$ cat src/rtl/int_sched_ctrl.sv
// Memory-mapped interrupt scheduler: edge-latched pending bits, mask, fixed priority, claim/EOI sequencing.
// Optional macro INT_LEVEL_TRIG_EN switches the sources from edge- to level-triggered pending.
module int_sched_ctrl #(
  parameter int          NSRC      = 6,
  parameter logic [31:0] BASE_ADDR = 32'h0000_7F20
) (
  input  logic            clk,
  input  logic            reset_n,
  input  logic [NSRC-1:0] irq_src,
  input  logic            sel,
  input  logic [31:0]     addr,
  input  logic [31:0]     wdata,
  input  logic [3:0]      byteen,
  input  logic            rd_en,
  output logic [31:0]     rdata,
  output logic [5:0]      hwint,
  output logic            busy
);

  typedef enum logic [1:0] {
    S_IDLE,
    S_REQ,
    S_SERV
  } state_t;

  typedef logic [NSRC-1:0] src_vec_t;

  localparam logic [1:0] OFF_EOI   = 2'd0;
  localparam logic [1:0] OFF_MASK  = 2'd1;
  localparam logic [1:0] OFF_PEND  = 2'd2;
  localparam logic [1:0] OFF_CLAIM = 2'd3;

  state_t   state, state_n;
  logic [2:0] cur_id, cur_id_n;
  logic [2:0] act_id, act_id_n;
  logic [2:0] prio_id;
  src_vec_t pend, pend_n;
  src_vec_t mask;
  src_vec_t src_q;
  src_vec_t rise;
  src_vec_t eligible;
  src_vec_t clr_vec;
  src_vec_t clr_eff;
  src_vec_t set_vec;

  logic       hit;
  logic [1:0] off;
  logic       wr;
  logic       rd;
  logic       eoi_wr;
  logic       mask_wr;
  logic       pend_wr;
  logic       claim_rd;
  logic       claim_fire;

  assign hit      = sel && (addr[31:4] == BASE_ADDR[31:4]);
  assign off      = addr[3:2];
  // A write in the same cycle as a read wins and suppresses the read side effect.
  assign wr       = hit && (|byteen);
  assign rd       = hit && rd_en && !wr;
  assign eoi_wr   = wr && (off == OFF_EOI);
  assign mask_wr  = wr && (off == OFF_MASK);
  assign pend_wr  = wr && (off == OFF_PEND);
  assign claim_rd = rd && (off == OFF_CLAIM);

  assign rise     = irq_src & ~src_q;
  assign eligible = pend & mask;

  // Lowest index has the highest priority.
  always_comb begin
    prio_id = 3'd0;
    for (int i = NSRC - 1; i >= 0; i--) begin
      if (eligible[i]) prio_id = 3'(i);
    end
  end

  always_comb begin
    state_n    = state;
    cur_id_n   = cur_id;
    act_id_n   = act_id;
    claim_fire = 1'b0;
    case (state)
      S_IDLE: begin
        if (|eligible) begin
          state_n  = S_REQ;
          cur_id_n = prio_id;
        end
      end
      S_REQ: begin
        if (claim_rd) begin
          claim_fire = 1'b1;
          act_id_n   = cur_id;
          state_n    = S_SERV;
        end else if (|eligible) begin
          cur_id_n = prio_id;
        end else begin
          state_n = S_IDLE;
        end
      end
      S_SERV: begin
        if (eoi_wr) state_n = S_IDLE;
      end
      default: state_n = S_IDLE;
    endcase
  end

  always_comb begin
    clr_vec = '0;
    if (pend_wr)    clr_vec = clr_vec | wdata[NSRC-1:0];
    if (claim_fire) clr_vec = clr_vec | (src_vec_t'(1) << cur_id);
  end

  // A new set always beats a clear landing on the same bit.
`ifdef INT_LEVEL_TRIG_EN
  assign set_vec = irq_src;
  assign clr_eff = clr_vec & ~irq_src;
`else
  assign set_vec = rise;
  assign clr_eff = clr_vec;
`endif

  assign pend_n = (pend & ~clr_eff) | set_vec;

  always_ff @(posedge clk or negedge reset_n) begin
    if (!reset_n) begin
      state  <= S_IDLE;
      cur_id <= 3'd0;
      act_id <= 3'd0;
    end else begin
      state  <= state_n;
      cur_id <= cur_id_n;
      act_id <= act_id_n;
    end
  end

  always_ff @(posedge clk or negedge reset_n) begin
    if (!reset_n) begin
      pend  <= '0;
      mask  <= '1;
      src_q <= '0;
    end else begin
      pend  <= pend_n;
      src_q <= irq_src;
      if (mask_wr) mask <= wdata[NSRC-1:0];
    end
  end

  always_comb begin
    rdata = 32'd0;
    if (hit) begin
      case (off)
        OFF_MASK:  rdata[NSRC-1:0] = mask;
        OFF_PEND:  rdata[NSRC-1:0] = pend;
        OFF_CLAIM: if (state == S_REQ && !wr) rdata = 32'(cur_id) + 32'd1;
        default:   rdata = 32'd0;
      endcase
    end
  end

  assign hwint = (state == S_REQ) ? (6'd1 << cur_id) : 6'd0;
  assign busy  = (state == S_SERV);

  logic unused_ok;
  assign unused_ok = ^{addr[1:0], wdata[31:NSRC], act_id, rise};

endmodule

$ cat config.mk
export PLATFORM = sky130hd
export DESIGN_NAME = int_sched_ctrl
export DESIGN_NICKNAME = d
export VERILOG_FILES = /design/src/rtl/int_sched_ctrl.sv
export SDC_FILE = /design/constraint.sdc
export NUM_CORES = 1
export LEC_CHECK = 0
export ABC_AREA = 0
export CAP_MARGIN = 5
export CORE_MARGIN = 2
export CORE_UTILIZATION = 25
export DETAILED_ROUTE_END_ITERATION = 10
export PLACE_DENSITY_LB_ADDON = 0.08
export SYNTH_ARGS = -nofsm -noshare
export SYNTH_HDL_FRONTEND = slang
export SYNTH_SLANG_ARGS = --single-unit
$ cat constraint.sdc
create_clock -name clk -period 2.8 [get_ports clk]
set_clock_uncertainty 0.2 [all_clocks]
set_input_delay 0.56 -clock clk [delete_from_list [all_inputs] [get_ports clk]]
set_output_delay 0.56 -clock clk [all_outputs]
set_load 0.1 [all_outputs]
==> summary.md, run 1 <==
| Metric | Value |
|---|---|
| Status | `complete, but fails checks` |
| Failing checks | `negative setup slack` |
| Vias in the first global route | `1644` |
| Drc violations | `0` |
| Starting Density | `26.13%` |
| Gr ovfl total | `0` |
| Routability Congestion | `0.8672` |
| Crit path time final | `2.922 ns` |
| Filler Cells Inserted | `649` |
| Synth Area in Compound Gates | `15.14%` |
| Cell with the most instances after synthesis | `buf_4` |
| # IOs | `117` |
| Fraction of registers with async set/reset | `100.0%` |
| Final ANT Viol Nets | `0` |
| DP Area | `2615 um2` |
| DP Worst Slack | `-0.4806 ns` |
| Achievable clock frequency | `342.2 MHz` |
| Internal reg-to-reg setup slack | `0.91 ns` |
| Crit Path Max Fanout | `6` |
| CTS root buf | `clkbuf_8` |
| Drt via density | `4.783` |
| CP Capture Point | `rdata[3]` |
| WL final | `4976 um` |
| CTS Buffer Depth | `2` |
| Core footprint | `6422 um2` |
| Post-cts hold buffer count | `0` |
| Crit. End Element | `primary output` |
| CTS H-tree depth | `1` |
| Cells after Synth | `189` |
| Number of synthesis warnings | `0` |
| Die Y | `85.93 um` |
| Yosys top cell area share | `25.35%` |
| # port buffers | `62` |
| Worst R2R Path Depth | `6` |
| Crit path required time | `2.04 ns` |
| Adder-cell share of the synthesized area | `3.729%` |
| Setup WS post-layout | `-0.1222 ns` |
| Drt wl/cell | `14.22 um` |
| Clk Latency, worst-skew pair | `0.27 ns` |
| # setup viols final | `6` |
| Storage element area | `583.1 um2` |
| Top cells by area, synth | `dfrtp_1, buf_4, dfstp_2` |
| Area leader, netlist | `dfrtp_1` |
| First DRT Iteration DRCs | `122` |
| Share of cells above drive strength 1 | `28.57%` |
| DIE WIDTH | `85.93 um` |
| Synth Area per Inst | `8.878 um2` |
| Final Hold Fails | `0` |
| Max-slew violation count | `0` |
| Critical Path Start | `addr[6]` |
| Initial antenna violation count | `0` |
| Main combinational cell family by area after synthesis | `simple AND/OR/NAND/NOR gates` |
| Final HPWL DP | `3961 um` |
| # nets final | `357` |
| Setup total negative slack | `-0.5393 ns` |
| Sequential fraction of the synthesis area | `34.75%` |
| Post-route cell area | `2746 um2` |
| Reg-to-Reg Start | `cur_id[0]` |
| GRT Util Overall | `13.40%` |
| DR vias | `1674` |
| Hold Path Class | `flip-flop to flip-flop` |
| Post-Syn Area | `1678 um2` |
| First-pass GRT wire length | `7921 um` |
| Reg2reg end | `pend[4]` |
| Total power | `818.2 uW` |
| Pwr/cell area | `297.9 nW/um2` |
| CP Class | `input port to primary output` |
| Xor-xnor portion of the synthesized cell area | `0%` |
| Number of distinct library cells after synthesis | `39` |
| Multi-input logic area | `1005 um2` |
| CTS tree | `built` |
| Crit start category | `input port` |
| Worst VDD drop | `0.1604 mV` |
| DRT Pass-1 Iters | `5` |
| Number of enable flip-flop cells after synthesis | `0` |
| Post-synth top cells | `buf_4, inv_1, dfrtp_1` |
| Largest net degree at the start of global routing | `24` |
| Mux cell area share after synthesis | `4.027%` |
| Clk sinks | `23` |
| DIE AREA | `7383 um2` |
| TritonCTS Buffers | `3` |
| Ant diodes | `0` |
| Period utilisation layout | `104.4%` |
| FP Rows | `29` |
| RSZ-0062 raised after global routing | `yes` |
| Worst EP arrival | `2.16 ns` |
| Leakage | `1.226 nW` |
| Post-Route Utilization | `42.76%` |
| Synth-to-Final Area Change | `63.68%` |
| Worst-path clk slew | `0.09 ns` |
| Max-cap check violation count | `0` |
| #FFs+latches synth | `23` |
| Post-Synth Simple-Gate Area | `22.67%` |
| Synth Flop Type | `dfrtp_1` |
[placed cells by master (no fill, tap or decap), drive strengths merged, types with 4 or more instances in the layout]
cell           instances
nor4                  12
clkdlybuf4s50         37
nand3                  4
conb                  26
a22oi                  4
inv                   25
mux2                   6
nor2                   6
nor3                   6
dlygate4sd2            6
dfstp                  6
dfrtp                 17
ha                     5
buf                   41
o22ai                  6
o41ai                  7
nand2                 15
[power by group]
| group | internal [mW] | switching, mW | total, mW |
|---|---|---|---|
| Combinational | 0.0726 | 0.194 | 0.266 |
| Clock | 0.0995 | 0.114 | 0.214 |
| Sequential | 0.337 | 0.00117 | 0.338 |
| Total | 0.509 | 0.309 | 0.818 |
[cells by family after synthesis]
group                    Yosys count
AND/OR/NAND/NOR                   65
buffers and inverters             57
AO/OA/AOI/OAI                     32
flip-flops                        23
multiplexers                       6
adder cells (fa/ha/maj)            5
other                              1
[per-layer routing]
metal | wire length [um] | up-vias | global-route usage, %
met2 | 2305 | 67 | 21.85
li1 | - | 806 | -
met3 | 349 | 4 | 2.599
met4 | 37 | 0 | 3.319
met5 | 0 | - | 0
met1 | 2284 | 797 | 18.22
[sequential cells by signal, indices dropped and copies added, names as in the netlist]
signal  cells
mask        6
pend        6
src_q       6
cur_id      3
state       2
[worst min-delay path by stage]
stage / from / end / slack [ns] / cells past startpoint
detailed placement: src_q[3] / pend[3] / 0.22 / 1
global route: src_q[3] / pend[3] / 0.24 / 1
floorplan: reset_n / cur_id[0] / 0.06 / 0
global placement: src_q[5] / pend[5] / 0.21 / 1
CTS: src_q[3] / pend[3] / 0.23 / 1
finish: src_q[0] / pend[0] / 0.23 / 1
[worst max-delay path, cell delays in order]
cell     delay [ns]
buf_6          0.09
or4b_4         0.54
nor4b_4        0.35
nand2_4        0.17
buf_4          0.18
nor2_4         0.09
buf_12         0.18
[through the flow]
stage / hold WS (ns) / std cells
finish: 0.2320 / 350
global route: 0.2358 / 350
CTS: 0.2316 / 349
detailed placement: 0.2157 / 342
global placement: 0.2146 / 342
floorplan: 0.06441 / 214
[area by class of cell]
| type | instances | share of cell area [%] |
|---|---|---|
| multi-input cells | 134 | 36.58 |
| clock buffers | 3 | 1.503 |
| well taps | 77 | 3.508 |
| inverters | 25 | 3.417 |
| flip-flops and latches | 23 | 21.23 |
| repair buffers | 87 | 33.58 |
| clock inverters | 1 | 0.1822 |
[timing repair]
action                                  4_1_cts  5_1_grt
pin swaps                                    12        7
hold endpoints to repair                      0        0
setup buffers                                 3        1
gates cloned                                  0        0
endpoints found under the setup margin       21       10
resized for setup                            28        4
Power figures use the tool's default switching activity.
==> run 2: changes to the inputs <==
--- a/config.mk
+++ b/config.mk
@@ -7,8 +7,10 @@
 export LEC_CHECK = 0
 export ABC_AREA = 0
 export CAP_MARGIN = 5
+export CELL_PAD_IN_SITES_DETAIL_PLACEMENT = 2
+export CELL_PAD_IN_SITES_GLOBAL_PLACEMENT = 2
 export CORE_MARGIN = 2
-export CORE_UTILIZATION = 25
+export CORE_UTILIZATION = 18
 export DETAILED_ROUTE_END_ITERATION = 10
 export PLACE_DENSITY_LB_ADDON = 0.08
 export SYNTH_ARGS = -nofsm -noshare
==> run 2 against run 1 <==
Compared with the run above: the flow still finishes with violations (negative setup slack); global-route usage fell by 0.55 points; total power rose by 2.5%; setup slack improved by 0.049 ns; die area rose by 37%; combinational power rose by 2%; critical endpoint is now rdata[5]; final area rose by 6.0%; sequential share of layout area fell by 1.2 points; non-clock buffer count rose by 4; wire length rose by 30%; first-iteration DRC count fell by 70%; highest routed layer unchanged; maximum frequency rose by 1.7%.
==> summary.md, run 2 (synthesized netlist as in run 1, its figures left out) <==
| Metric | Value |
|---|---|
| Final HPWL DP | `5154 um` |
| Drc violations | `0` |
| Achievable clock frequency | `348.0 MHz` |
| Setup WS post-layout | `-0.07324 ns` |
| CTS tree | `built` |
| Max-cap check violation count | `0` |
| Leakage | `1.357 nW` |
| Worst R2R Path Depth | `6` |
| Crit path required time | `2.04 ns` |
| # port buffers | `62` |
| Core footprint | `9153 um2` |
| Top cell by count, worst path | `buf_12` |
| Ant diodes | `0` |
| Initial antenna violation count | `0` |
| Worst-path clk slew | `0.10 ns` |
| Crit start category | `input port` |
| Clk sinks | `23` |
| # IOs | `117` |
| Post-cts hold buffer count | `0` |
| Reg-to-Reg Start | `cur_id[0]` |
| Routability Congestion | `0.7282` |
| Top flop regs | `mask (6), pend (6), src_q (6)` |
| RSZ-0062 raised after global routing | `yes` |
| CP cell instances | `buf_6 -> or4b_4 -> nor4b_4 -> buf_4 -> nand2_8 -> buf_12 -> nor2_4 -> buf_12` |
| DRT Pass-1 Iters | `4` |
| Status | `complete, but fails checks` |
| Crit path time final | `2.873 ns` |
| GRT Util Overall | `12.85%` |
| Pwr/cell area | `288.1 nW/um2` |
| Max-slew violation count | `0` |
| CP max stage delay | `0.56 ns` |
| Leading cell type in the layout, fill and taps excluded | `buf_4` |
| TritonCTS Buffers | `3` |
| Setup total negative slack | `-0.3902 ns` |
| DIE WIDTH | `100.5 um` |
| Period utilisation layout | `102.6%` |
| FP Rows | `35` |
| Worst path slowest cell | `or4b_4` |
| Critical Path Start | `addr[6]` |
| Post-route cell area | `2910 um2` |
| Final ANT Viol Nets | `0` |
| DP Area | `2710 um2` |
| Int Pwr | `509.6 uW` |
| Reg2reg end | `pend[4]` |
| Failing checks | `negative setup slack` |
| Crit Path Max Fanout | `5` |
| Rel. slew slack | `62.17%` |
| Net Sw Power | `328.7 uW` |
| Gr ovfl total | `0` |
| Die Y | `100.5 um` |
| Worst Max-Slew Pin Slew | `0.5674 ns` |
| Crit. End Element | `primary output` |
| Share of cells above drive strength 1 | `31.05%` |
| Starting Density | `18.33%` |
| Vias in the first global route | `1855` |
| Sequential power share | `40.3%` |
| First-pass GRT wire length | `9956 um` |
| CP Class | `input port to primary output` |
| Internal reg-to-reg setup slack | `0.86 ns` |
| CP Capture Point | `rdata[5]` |
| Net Sw Frac | `39.21%` |
| CTS root buf | `clkbuf_8` |
| First DRT Iteration DRCs | `37` |
| WL final | `6469 um` |
| Hold Path Class | `flip-flop to flip-flop` |
| DIE AREA | `10110 um2` |
| Clk pwr share | `27.3%` |
| Filler Cells Inserted | `1025` |
| Largest net degree at the start of global routing | `24` |
| Drt wl/cell | `16.67 um` |
| Synth-to-Final Area Change | `73.45%` |
| Drt via density | `4.402` |
| DP Worst Slack | `-0.5070 ns` |
| Final Hold Fails | `0` |
| Fin Hold WS | `0.2371 ns` |
| DR vias | `1708` |
| # setup viols final | `6` |
| # nets final | `361` |
| Most frequent cells in the layout | `buf_4, conb_1, inv_1` |
| Clk Latency, worst-skew pair | `0.28 ns` |
| Comb power frac | `32.4%` |
| Worst VDD drop | `0.1752 mV` |
| CTS H-tree depth | `1` |
| CTS Buffer Depth | `2` |
| Worst EP arrival | `2.11 ns` |
run 2: per-stage QoR:
step | utilization, % | power, mW | std cells
2_1_floorplan | - | 0.5465 | 214
3_3_place_gp | 29.61 | 0.6121 | 378
3_5_place_dp | 29.61 | 0.6137 | 378
4_1_cts | 31.06 | 0.8508 | 386
5_1_grt | 31.80 | 0.8742 | 388
6_report | 31.80 | 0.8383 | 388
run 2: how the worst min path moves through the flow:
| stage | startpoint | to | slack, ns | depth (start not counted) |
|---|---|---|---|---|
| after floorplan | reset_n | cur_id[0] | 0.06 | 0 |
| after global placement | src_q[5] | pend[5] | 0.21 | 1 |
| after detailed placement | src_q[3] | pend[3] | 0.22 | 1 |
| after CTS | src_q[4] | pend[4] | 0.24 | 1 |
| after global routing | src_q[0] | pend[0] | 0.26 | 1 |
| final | src_q[4] | pend[4] | 0.24 | 1 |
run 2: routing by layer:
metal / wire, um / GRT usage, % / vias up / part of all wire, %
met4: 21 / 2.318 / 0 / 0.32
met2: 3364 / 22.72 / 47 / 52
li1: - / - / 812 / -
met5: 0 / 0 / - / 0
met3: 288 / 2.843 / 4 / 4.5
met1: 2794 / 16.18 / 845 / 43
run 2: critical path: cells and delay by family:
kind / cells / cell delay (ns)
and+or+nand+nor: 4 / 0.96
buffers and inverters: 4 / 0.59
run 2: timing repair:
action,in CTS,in global routing
gates cloned,0,0
buffers inserted,4,2
setup endpoints to repair,22,9
pin swaps,14,14
endpoints found under the hold margin,0,0
resized for setup,39,18
run 2: layout make-up:
type	count	area, um2	share of cell area, %
Multi-Input combinational cell	134	1049	36.03
Timing Repair Buffer	91	997.2	34.26
Sequential cell	23	583.1	20.03
Tap cell	111	138.9	4.772
Inverter	25	93.84	3.224
Clock buffer	3	41.29	1.419
Clock inverter	1	7.507	0.2580
run 2: power groups by stage:
stage | clock, mW | sequential, mW | combinational (mW)
global route | 0.252 | 0.338 | 0.283
floorplan | 0 | 0.344 | 0.203
CTS | 0.242 | 0.338 | 0.271
global placement | 0 | 0.344 | 0.268
finish | 0.229 | 0.338 | 0.272
detailed placement | 0 | 0.344 | 0.270
==> run 3: changes to the inputs <==
--- a/config.mk
+++ b/config.mk
@@ -6,7 +6,7 @@
 export NUM_CORES = 1
 export LEC_CHECK = 0
 export ABC_AREA = 0
-export CAP_MARGIN = 5
+export CAP_MARGIN = 10
 export CELL_PAD_IN_SITES_DETAIL_PLACEMENT = 2
 export CELL_PAD_IN_SITES_GLOBAL_PLACEMENT = 2
 export CORE_MARGIN = 2
==> results of run 3 <==
The final DEF is identical to that of run 2; final timing and power are the same.
